`config.mk`:
```
export PLATFORM = sky130hd
export DESIGN_NAME = ripple_cnt_ctrl
export DESIGN_NICKNAME = d
export VERILOG_FILES = /design/src/rtl/ripple_cnt_ctrl_pkg.sv /design/src/rtl/ripple_cnt_pulse_gen.sv /design/src/rtl/ripple_cnt_ctrl.sv
export SDC_FILE = /design/constraint.sdc
export NUM_CORES = 1
export LEC_CHECK = 0
export CAP_MARGIN = 15
export CORE_ASPECT_RATIO = 1.75
export CORE_MARGIN = 2
export CORE_UTILIZATION = 56
export DETAILED_ROUTE_END_ITERATION = 8
export HOLD_SLACK_MARGIN = 0.15
export PLACE_DENSITY = 0.85
export SYNTH_ARGS = -nofsm -noshare
export SYNTH_HDL_FRONTEND = slang
export SYNTH_SLANG_ARGS = --single-unit
```
`constraint.sdc`:
```
create_clock -name clk -period 7.3 [get_ports clk]
set_input_delay 2.19 -clock clk [delete_from_list [all_inputs] [get_ports clk]]
set_output_delay 2.19 -clock clk [all_outputs]
set_load 0.03 [all_outputs]
```
`src/rtl/ripple_cnt_ctrl_pkg.sv`:
```
// ripple_cnt_ctrl_pkg: op encodings, state enums and timing helper for the ripple counter sequencer
package ripple_cnt_ctrl_pkg;
    typedef enum logic [1:0] {
        OP_COUNT = 2'b00,
        OP_ZERO  = 2'b01,
        OP_HOLD  = 2'b10,
        OP_RSVD  = 2'b11
    } op_t;
    typedef enum logic [2:0] {S_IDLE, S_HIGH, S_SETTLE, S_CHECK, S_FIN} state_t;
    typedef enum logic [1:0] {G_IDLE, G_HI, G_ST} gph_t;
    function automatic int pulse_lat(input int hi, input int st);
        return hi + st + 1;
    endfunction
endpackage

```
`src/rtl/ripple_cnt_pulse_gen.sv`:
```
// ripple_cnt_pulse_gen: times one cnt_clk pulse (high phase, then settle) and flags the sample cycle
module ripple_cnt_pulse_gen
    import ripple_cnt_ctrl_pkg::*;
#(
    parameter int PULSE_HI = 1,
    parameter int SETTLE   = 2
) (
    input  logic clk,
    input  logic rst,
    input  logic fire,
    output logic cnt_clk,
    output logic phase_end,
    output logic sample_now
);
    localparam int TW = $clog2((PULSE_HI > SETTLE ? PULSE_HI : SETTLE) + 1);
    gph_t ph;
    logic [TW-1:0] tmr;
    assign phase_end = ph != G_IDLE && tmr == '0;
    always_ff @(posedge clk) begin
        if (rst) begin
            ph         <= G_IDLE;
            tmr        <= '0;
            cnt_clk    <= 1'b0;
            sample_now <= 1'b0;
        end else begin
            sample_now <= ph == G_ST && tmr == '0;
            if (fire) begin
                ph      <= G_HI;
                tmr     <= TW'(PULSE_HI - 1);
                cnt_clk <= 1'b1;
            end else if (phase_end) begin
                ph      <= ph == G_HI ? G_ST : G_IDLE;
                tmr     <= ph == G_HI ? TW'(SETTLE - 1) : '0;
                cnt_clk <= 1'b0;
            end else if (ph != G_IDLE) begin
                tmr <= tmr - 1'b1;
            end
        end
    end
endmodule

```
`src/rtl/ripple_cnt_ctrl.sv`:
```
// ripple_cnt_ctrl: start/done sequencer that pulses a ripple JK counter and samples it after settling
// Optional build macro RIPPLE_CNT_CTRL_CHECK_EN adds an increment check on every COUNT sample.
module ripple_cnt_ctrl
    import ripple_cnt_ctrl_pkg::*;
#(
    parameter int WIDTH    = 3,
    parameter int CNT_W    = 8,
    parameter int PULSE_HI = 1,
    parameter int SETTLE   = 2
) (
    input  logic             clk,
    input  logic             rst,
    input  logic             start,
    input  logic [1:0]       op,
    input  logic [CNT_W-1:0] pulses,
    input  logic [WIDTH-1:0] q_in,
    output logic             cnt_clk,
    output logic [WIDTH-1:0] cnt_j,
    output logic [WIDTH-1:0] cnt_k,
    output logic             cnt_rst,
    output logic             busy,
    output logic             done,
    output logic [WIDTH-1:0] q_sample,
    output logic [CNT_W-1:0] pulses_done,
    output logic             wrap,
    output logic             err
);
    localparam logic [CNT_W-1:0] ZLIM = CNT_W'(1 << WIDTH);
    state_t state;
    op_t op_i, op_r;
    logic [CNT_W-1:0] req, pd_nx;
    logic [WIDTH-1:0] jk, jk_v;
    logic run_ok, chk, chk_bad, chk_err, chk_fin, fire, phase_end, sample_now;
    assign op_i   = op_t'(op);
    assign run_ok = op_i != OP_RSVD && (op_i == OP_ZERO || pulses != '0);
    assign jk_v   = run_ok && op_i != OP_HOLD ? '1 : '0;
    assign chk    = state == S_CHECK && sample_now;
    assign pd_nx  = &pulses_done ? pulses_done : pulses_done + 1'b1;
`ifdef RIPPLE_CNT_CTRL_CHECK_EN
    logic [WIDTH-1:0] q_prev;
    assign chk_bad = op_r == OP_COUNT && q_in != q_prev + 1'b1;
    always_ff @(posedge clk) begin
        if (rst)
            q_prev <= '0;
        else if ((state == S_IDLE && start) || chk)
            q_prev <= q_in;
    end
`else
    assign chk_bad = 1'b0;
`endif
    // ZERO gives up once a full counter cycle has gone by without seeing zero
    assign chk_err = (op_r == OP_ZERO && q_in != '0 && pd_nx >= ZLIM) || chk_bad;
    assign chk_fin = chk_err || (op_r == OP_ZERO ? q_in == '0 : pd_nx == req);
    assign fire    = (state == S_IDLE && start && run_ok) || (chk && !chk_fin);
    assign cnt_j   = jk;
    assign cnt_k   = jk;

    ripple_cnt_pulse_gen #(.PULSE_HI(PULSE_HI), .SETTLE(SETTLE)) u_gen (
        .clk        (clk),
        .rst        (rst),
        .fire       (fire),
        .cnt_clk    (cnt_clk),
        .phase_end  (phase_end),
        .sample_now (sample_now)
    );

    always_ff @(posedge clk) begin
        if (rst) begin
            state       <= S_IDLE;
            op_r        <= OP_COUNT;
            req         <= '0;
            jk          <= '0;
            cnt_rst     <= 1'b1;
            busy        <= 1'b0;
            done        <= 1'b0;
            q_sample    <= '0;
            pulses_done <= '0;
            wrap        <= 1'b0;
            err         <= 1'b0;
        end else begin
            cnt_rst <= 1'b0;
            done    <= 1'b0;
            case (state)
                S_IDLE: if (start) begin
                    op_r        <= op_i;
                    req         <= pulses;
                    jk          <= jk_v;
                    busy        <= 1'b1;
                    pulses_done <= '0;
                    wrap        <= 1'b0;
                    err         <= op_i == OP_RSVD;
                    state       <= run_ok ? S_HIGH : S_FIN;
                end
                S_HIGH:   if (phase_end) state <= S_SETTLE;
                S_SETTLE: if (phase_end) state <= S_CHECK;
                S_CHECK: if (chk) begin
                    q_sample    <= q_in;
                    pulses_done <= pd_nx;
                    if (q_in == '0) wrap <= 1'b1;
                    if (chk_err) err <= 1'b1;
                    if (chk_fin) jk <= '0;
                    state <= chk_fin ? S_FIN : S_HIGH;
                end
                S_FIN: begin
                    done  <= 1'b1;
                    busy  <= 1'b0;
                    jk    <= '0;
                    state <= S_IDLE;
                end
                default: state <= S_IDLE;
            endcase
        end
    end
endmodule

```
==> flow_metrics.tcl, run 1 <==
set metrics [dict create \
    viasPerCell 6.08 \
    grt_max_degree 30 \
    drive_gt1_share_pct 6.29 \
    cts_tree "yes" \
    finalCritPeriodShare_pct 57.9 \
    syn_inst 264 \
    postCtsSetupBuffers 0 \
    dieArea_um2 4190 \
    hold_buffers 0 \
    htree_levels 2 \
    final_common_cell "clkdlybuf4s50_1" \
    path_cells "clkdlybuf4s50_1, or4_1, nor4_1, nor3_1, nor2_1, nand4b_1, a21oi_1" \
    drv_slew 0 \
    finalHoldViolCount 0 \
    syn_avg_cell_area_um2 7.79 \
    clk_pin_slew_ns 0.07 \
    grt-ovfl-total 0 \
    relSlewSlack_pct 52.5 \
    hp-class "flip-flop to flip-flop" \
    worstPathArrival_ns 4.44 \
    first_iter_violations 71 \
    fin_tns_setup_ns 0 \
    die_h_um 84.2 \
    yosysWarningCount 0 \
    cap_violations 0 \
    worstSetupPathType "input pin to flip-flop" \
    firstDrtPassIters 5 \
    mostFrequentLayoutCells "clkdlybuf4s50_1, nand2_1, dfxtp_1, a21oi_1, nor2_1" \
    numClockSinks 35 \
    ir_worst_vdd_v 0.000159 \
    finalNetCount 302 \
    ant_nets 0 \
    coreArea_um2 3560 \
    die_w_um 49.8 \
    drt_wl_total_um 5210 \
    start_kind "input pin" \
    grt_pass1_wl_um 8390 \
    crit_slowest_cell "nor4_1" \
    crit_required_ns 7.51 \
    fill_cells 326 \
    timing.fmax_ghz 0.236 \
    crit_fanout 4 \
    yosysSeqAreaShare_pct 34.1 \
    pin_count 39 \
    synthesis.nets 281 \
    min_period_ns 4.23 \
    synth_area_um2 2060 \
    grt_use_total_pct 25.7 \
    root_buffer "clkbuf_8" \
    drc 0 \
    synth-edff-count 0 \
    cts.repair.resized 0 \
    start_util_pct 57.8 \
    synthArstFlopShare_pct 0 \
    cpPeakStageDelay_ns 0.61 \
    worstSetupEndpointType "flip-flop" \
    leakage_nw 0.839 \
    dr_total_vias 2019 \
    synthToLayoutAreaGrowth_pct 20.1 \
    p_per_area_nw_per_um2 199 \
    cts_buffers 5 \
    worstSkewPairLatency_ns 0.29 \
    setup_viol 0 \
    setup_slack_ns 3.07 \
    rsz0062_at_grt "no" \
    port_buffers 38 \
    grt_pass1_vias 1876 \
    diodes 0 \
    ys_types 57 \
    status "finished clean" \
    place_ws_ns 2.78 \
    cts.path.max_buffers 2 \
    ys_seq_elements 35 \
    gp_routability_congestion 0.950 \
    dp_hpwl_um 3840 \
    fin_skew_ns 0.00514 \
    post-route-util_pct 69.5 \
    tightest_slew_ns 0.706 \
    post_drt_wl_per_cell_um 15.7 \
    yosys_most_used_dff "dfxtp_1" \
    rows 29 \
    antenna_found_initial 0 \
]
==> stage by stage <==
stage	cell area, um2	std cells	total power [mW]	hold slack [ns]
2_1_floorplan	2060	264	0.305	0.432
3_3_place_gp	2370	324	0.337	0.442
5_1_grt	2470	332	0.513	0.471
3_5_place_dp	2370	324	0.340	0.447
4_1_cts	2470	332	0.492	0.455
6_report	2470	332	0.492	0.455
==> state kept, by name (all words and copies together), names as in the netlist <==
| signal | count |
|---|---|
| busy | 1 |
| cnt_j | 1 |
| cnt_rst | 1 |
| done | 1 |
| err | 1 |
| op_r | 2 |
| pulses_done | 8 |
| q_sample | 3 |
| req | 8 |
| state | 3 |
| u_gen.ph | 2 |
| u_gen.sample_now | 1 |
| u_gen.tmr | 2 |
| wrap | 1 |
==> worst paths after layout <==
kind / start / end / slack [ns] / depth (start not counted)
setup reg to reg: pulses_done[1] / cnt_j[1] / 4.52 / 7
hold reg to reg: q_sample[0] / q_sample[0] / 0.46 / 2
hold / removal: q_sample[0] / q_sample[0] / 0.46 / 2
setup / recovery: pulses[2] / u_gen.ph[1] / 3.07 / 7
==> kinds of logic after synthesis <==
logic type / after synthesis / share of synthesized area, %
AO/OA/AOI/OAI: 80 / 27.1
buffers and inverters: 31 / 7.66
adder cells (fa/ha/maj): 1 / 0.608
multiplexers: 2 / 0.973
flip-flops: 35 / 34.1
XOR/XNOR: 5 / 2.13
AND/OR/NAND/NOR: 110 / 27.5
==> critical path: cells and delay by family <==
family / cells / cell delay (ns)
and+or+nand+nor: 5 / 1.64
buffers and inverters: 1 / 0.41
AOI/OAI and AO/OA: 1 / 0.21
==> cells in the mapped netlist (all sizes together) (5+ instances only) <==
cell type | number | area, um2
o21ai | 12 | 60.1
nor3 | 6 | 30.0
nand3 | 7 | 35.0
clkbuf | 13 | 48.8
a21oi | 33 | 169
and3 | 5 | 31.3
inv | 5 | 18.8
dfxtp | 35 | 701
nor2b | 9 | 56.3
nand2 | 37 | 139
buf | 13 | 90.1
nor2 | 16 | 60.1
o211ai | 6 | 45.0
==> metal layers <==
metal,track usage [%],vias up,part of all wire [%]
met5,0,-,0
met4,14.6,0,4.3
met3,3.20,22,3.3
met2,49.2,60,56
met1,25.2,951,36
li1,-,986,-
==> report_power, final <==
| group | internal (mW) | switching, mW | total (mW) | leakage (nW) |
|---|---|---|---|---|
| sequential | 0.204 | 0.0173 | 0.221 | 0.285 |
| combinational | 0.0509 | 0.0654 | 0.116 | 0.503 |
| clock | 0.0861 | 0.0687 | 0.155 | 0.0515 |
| total | 0.341 | 0.151 | 0.492 | 0.839 |
==> area by class of cell <==
type                    count  area, um2  share of cell area, %
clock buffers               8        100                   4.05
flip-flops and latches     35        701                   28.4
inverters                   5       18.8                  0.759
multi-input cells         198       1200                   48.5
repair buffers             40        395                   16.0
well taps                  46       57.6                   2.33
Power figures use the tool's default switching activity.
==> inputs of run 2 (changes only) <==
--- a/config.mk
+++ b/config.mk
@@ -8,10 +8,10 @@
 export CAP_MARGIN = 15
 export CORE_ASPECT_RATIO = 1.75
 export CORE_MARGIN = 2
-export CORE_UTILIZATION = 56
+export CORE_UTILIZATION = 52
 export DETAILED_ROUTE_END_ITERATION = 8
 export HOLD_SLACK_MARGIN = 0.15
-export PLACE_DENSITY = 0.85
+export PLACE_DENSITY = 0.8
 export SYNTH_ARGS = -nofsm -noshare
 export SYNTH_HDL_FRONTEND = slang
 export SYNTH_SLANG_ARGS = --single-unit
==> constraint.sdc (replaced) <==
create_clock -name clk -period 4 [get_ports clk]
set_input_delay 1.2 -clock clk [delete_from_list [all_inputs] [get_ports clk]]
set_output_delay 1.2 -clock clk [all_outputs]
set_load 0.03 [all_outputs]
==> flow_metrics.tcl, run 2 (synthesis results as in run 1) <==
set metrics [dict create \
    status "finished clean" \
    viasPerCell 6.05 \
    p_clk_share_pct 28.6 \
    hp-class "flip-flop to flip-flop" \
    cts_buffers 5 \
    cts_tree "yes" \
    drive_gt1_share_pct 7.29 \
    multi_input_area_um2 1200 \
    diodes 0 \
    grt_util_met2_pct 45.6 \
    cp_num_buf_inv 2 \
    finalCritPeriodShare_pct 74.7 \
    dpl_cell_area_um2 2390 \
    worstPathArrival_ns 3.20 \
    numClockSinks 35 \
    holdWs_ns 0.463 \
    tightest_slew_ns 0.582 \
    worstSetupEndpointType "flip-flop" \
    first_iter_violations 66 \
    fin_skew_ns 0.00826 \
    dieArea_um2 4490 \
    postCtsSetupBuffers 0 \
    start_util_pct 53.7 \
    finalNetCount 304 \
    seqPwrFrac_pct 46.8 \
    finalHoldViolCount 0 \
    min_period_ns 2.99 \
    final_common_cell "clkdlybuf4s50_1" \
    combPwrFrac_pct 24.6 \
    p_per_area_nw_per_um2 348 \
    ff_latch_area_um2 701 \
    post-route-util_pct 64.6 \
    crit_fanout 4 \
    ant_nets 0 \
    gp_routability_congestion 0.889 \
    pin_count 39 \
    grt_use_total_pct 24.4 \
    rsz0062_at_grt "no" \
    worstSetupPathType "input pin to flip-flop" \
    grt_busiest_layer "met2" \
    grt-ovfl-total 0 \
    path_cells "clkdlybuf4s50_1, or4_1, nor4_1, buf_4, nor3_1, nor2_1, nand4b_1, a21oi_1" \
    grt_util_met3_pct 4.30 \
    htree_levels 2 \
    grt_pass1_wl_um 8360 \
    die_h_um 87.2 \
    fin_tns_setup_ns 0 \
    fin_area_um2 2470 \
    fill_cells 379 \
    start_kind "input pin" \
    cpPeakStageDelay_ns 0.52 \
    relSlewSlack_pct 61.1 \
    cts.repair.resized 0 \
    grt_max_degree 16 \
    dp_hpwl_um 3870 \
    leakage_nw 0.846 \
    coreArea_um2 3830 \
    p_int_mw 0.585 \
    root_buffer "clkbuf_8" \
    reg.largest.list "pulses_done (8), req (8)" \
    mostFrequentLayoutCells "clkdlybuf4s50_1, nand2_1, dfxtp_1, a21oi_1, nor2_1" \
    cts.path.max_buffers 2 \
    swShare_pct 32.1 \
    clk_pin_slew_ns 0.08 \
    crit_slowest_cell "or4_1" \
    firstDrtPassIters 4 \
    die_w_um 51.5 \
    p_switching_mw 0.276 \
    drc 0 \
    crit_required_ns 4.22 \
    grtUsageMet1_pct 24.1 \
    grt_pass1_vias 1913 \
    ir_worst_vdd_v 0.000356 \
    timing.fmax_ghz 0.335 \
    drt_wl_total_um 5120 \
    antenna_found_initial 0 \
    critPathTopFamily "simple AND/OR/NAND/NOR gates" \
    setup_viol 0 \
    port_buffers 38 \
    dr_total_vias 2034 \
    synthToLayoutAreaGrowth_pct 20.2 \
    hold_buffers 0 \
    drv_slew 0 \
    worstSkewPairLatency_ns 0.29 \
    cap_violations 0 \
    rows 30 \
    post_drt_wl_per_cell_um 15.2 \
]
-- run 2: tightest hold or removal path, delay by kind of cell (launching register included) --
kind             cells  cell delay [ns]
AO/OA/AOI/OAI        1             0.05
flip-flops           1             0.32
AND/OR/NAND/NOR      1             0.05
-- run 2: metal layers --
metal	up-vias	part of all wire, %
li1	995	-
met1	963	37
met2	60	55
met3	16	4.2
met4	0	3.7
met5	-	0
-- run 2: power groups by stage --
stage | clock network [mW] | logic, mW | registers (mW)
after CTS | 0.252 | 0.212 | 0.402
after floorplan | 0 | 0.151 | 0.406
after global routing | 0.263 | 0.231 | 0.407
after global placement | 0 | 0.208 | 0.409
after detailed placement | 0 | 0.211 | 0.410
final | 0.246 | 0.212 | 0.403
-- run 2: worst paths after layout --
check / cells after the start / start / slack [ns] / to
min: 2 / q_sample[1] / 0.46 / q_sample[1]
max reg2reg: 7 / pulses_done[0] / 1.26 / cnt_j[1]
min reg2reg: 2 / q_sample[1] / 0.46 / q_sample[1]
max: 8 / pulses[2] / 1.01 / u_gen.ph[1]
-- run 2: layout make-up --
type	instances	share of cell area [%]
sequential	35	28.3
clock buffer	5	2.78
clock inverter	3	0.607
tap	48	2.43
inverter	5	0.759
multi-input combinational	198	48.5
timing repair buffer	42	16.6
-- run 2: per-stage QoR --
step                total power [mW]  worst slack, ns  cells
finish                         0.861             1.01    336
global route                   0.901            0.850    336
CTS                            0.866             1.02    336
detailed placement             0.621            0.755    328
global placement               0.617            0.824    328
floorplan                      0.557             1.22    264
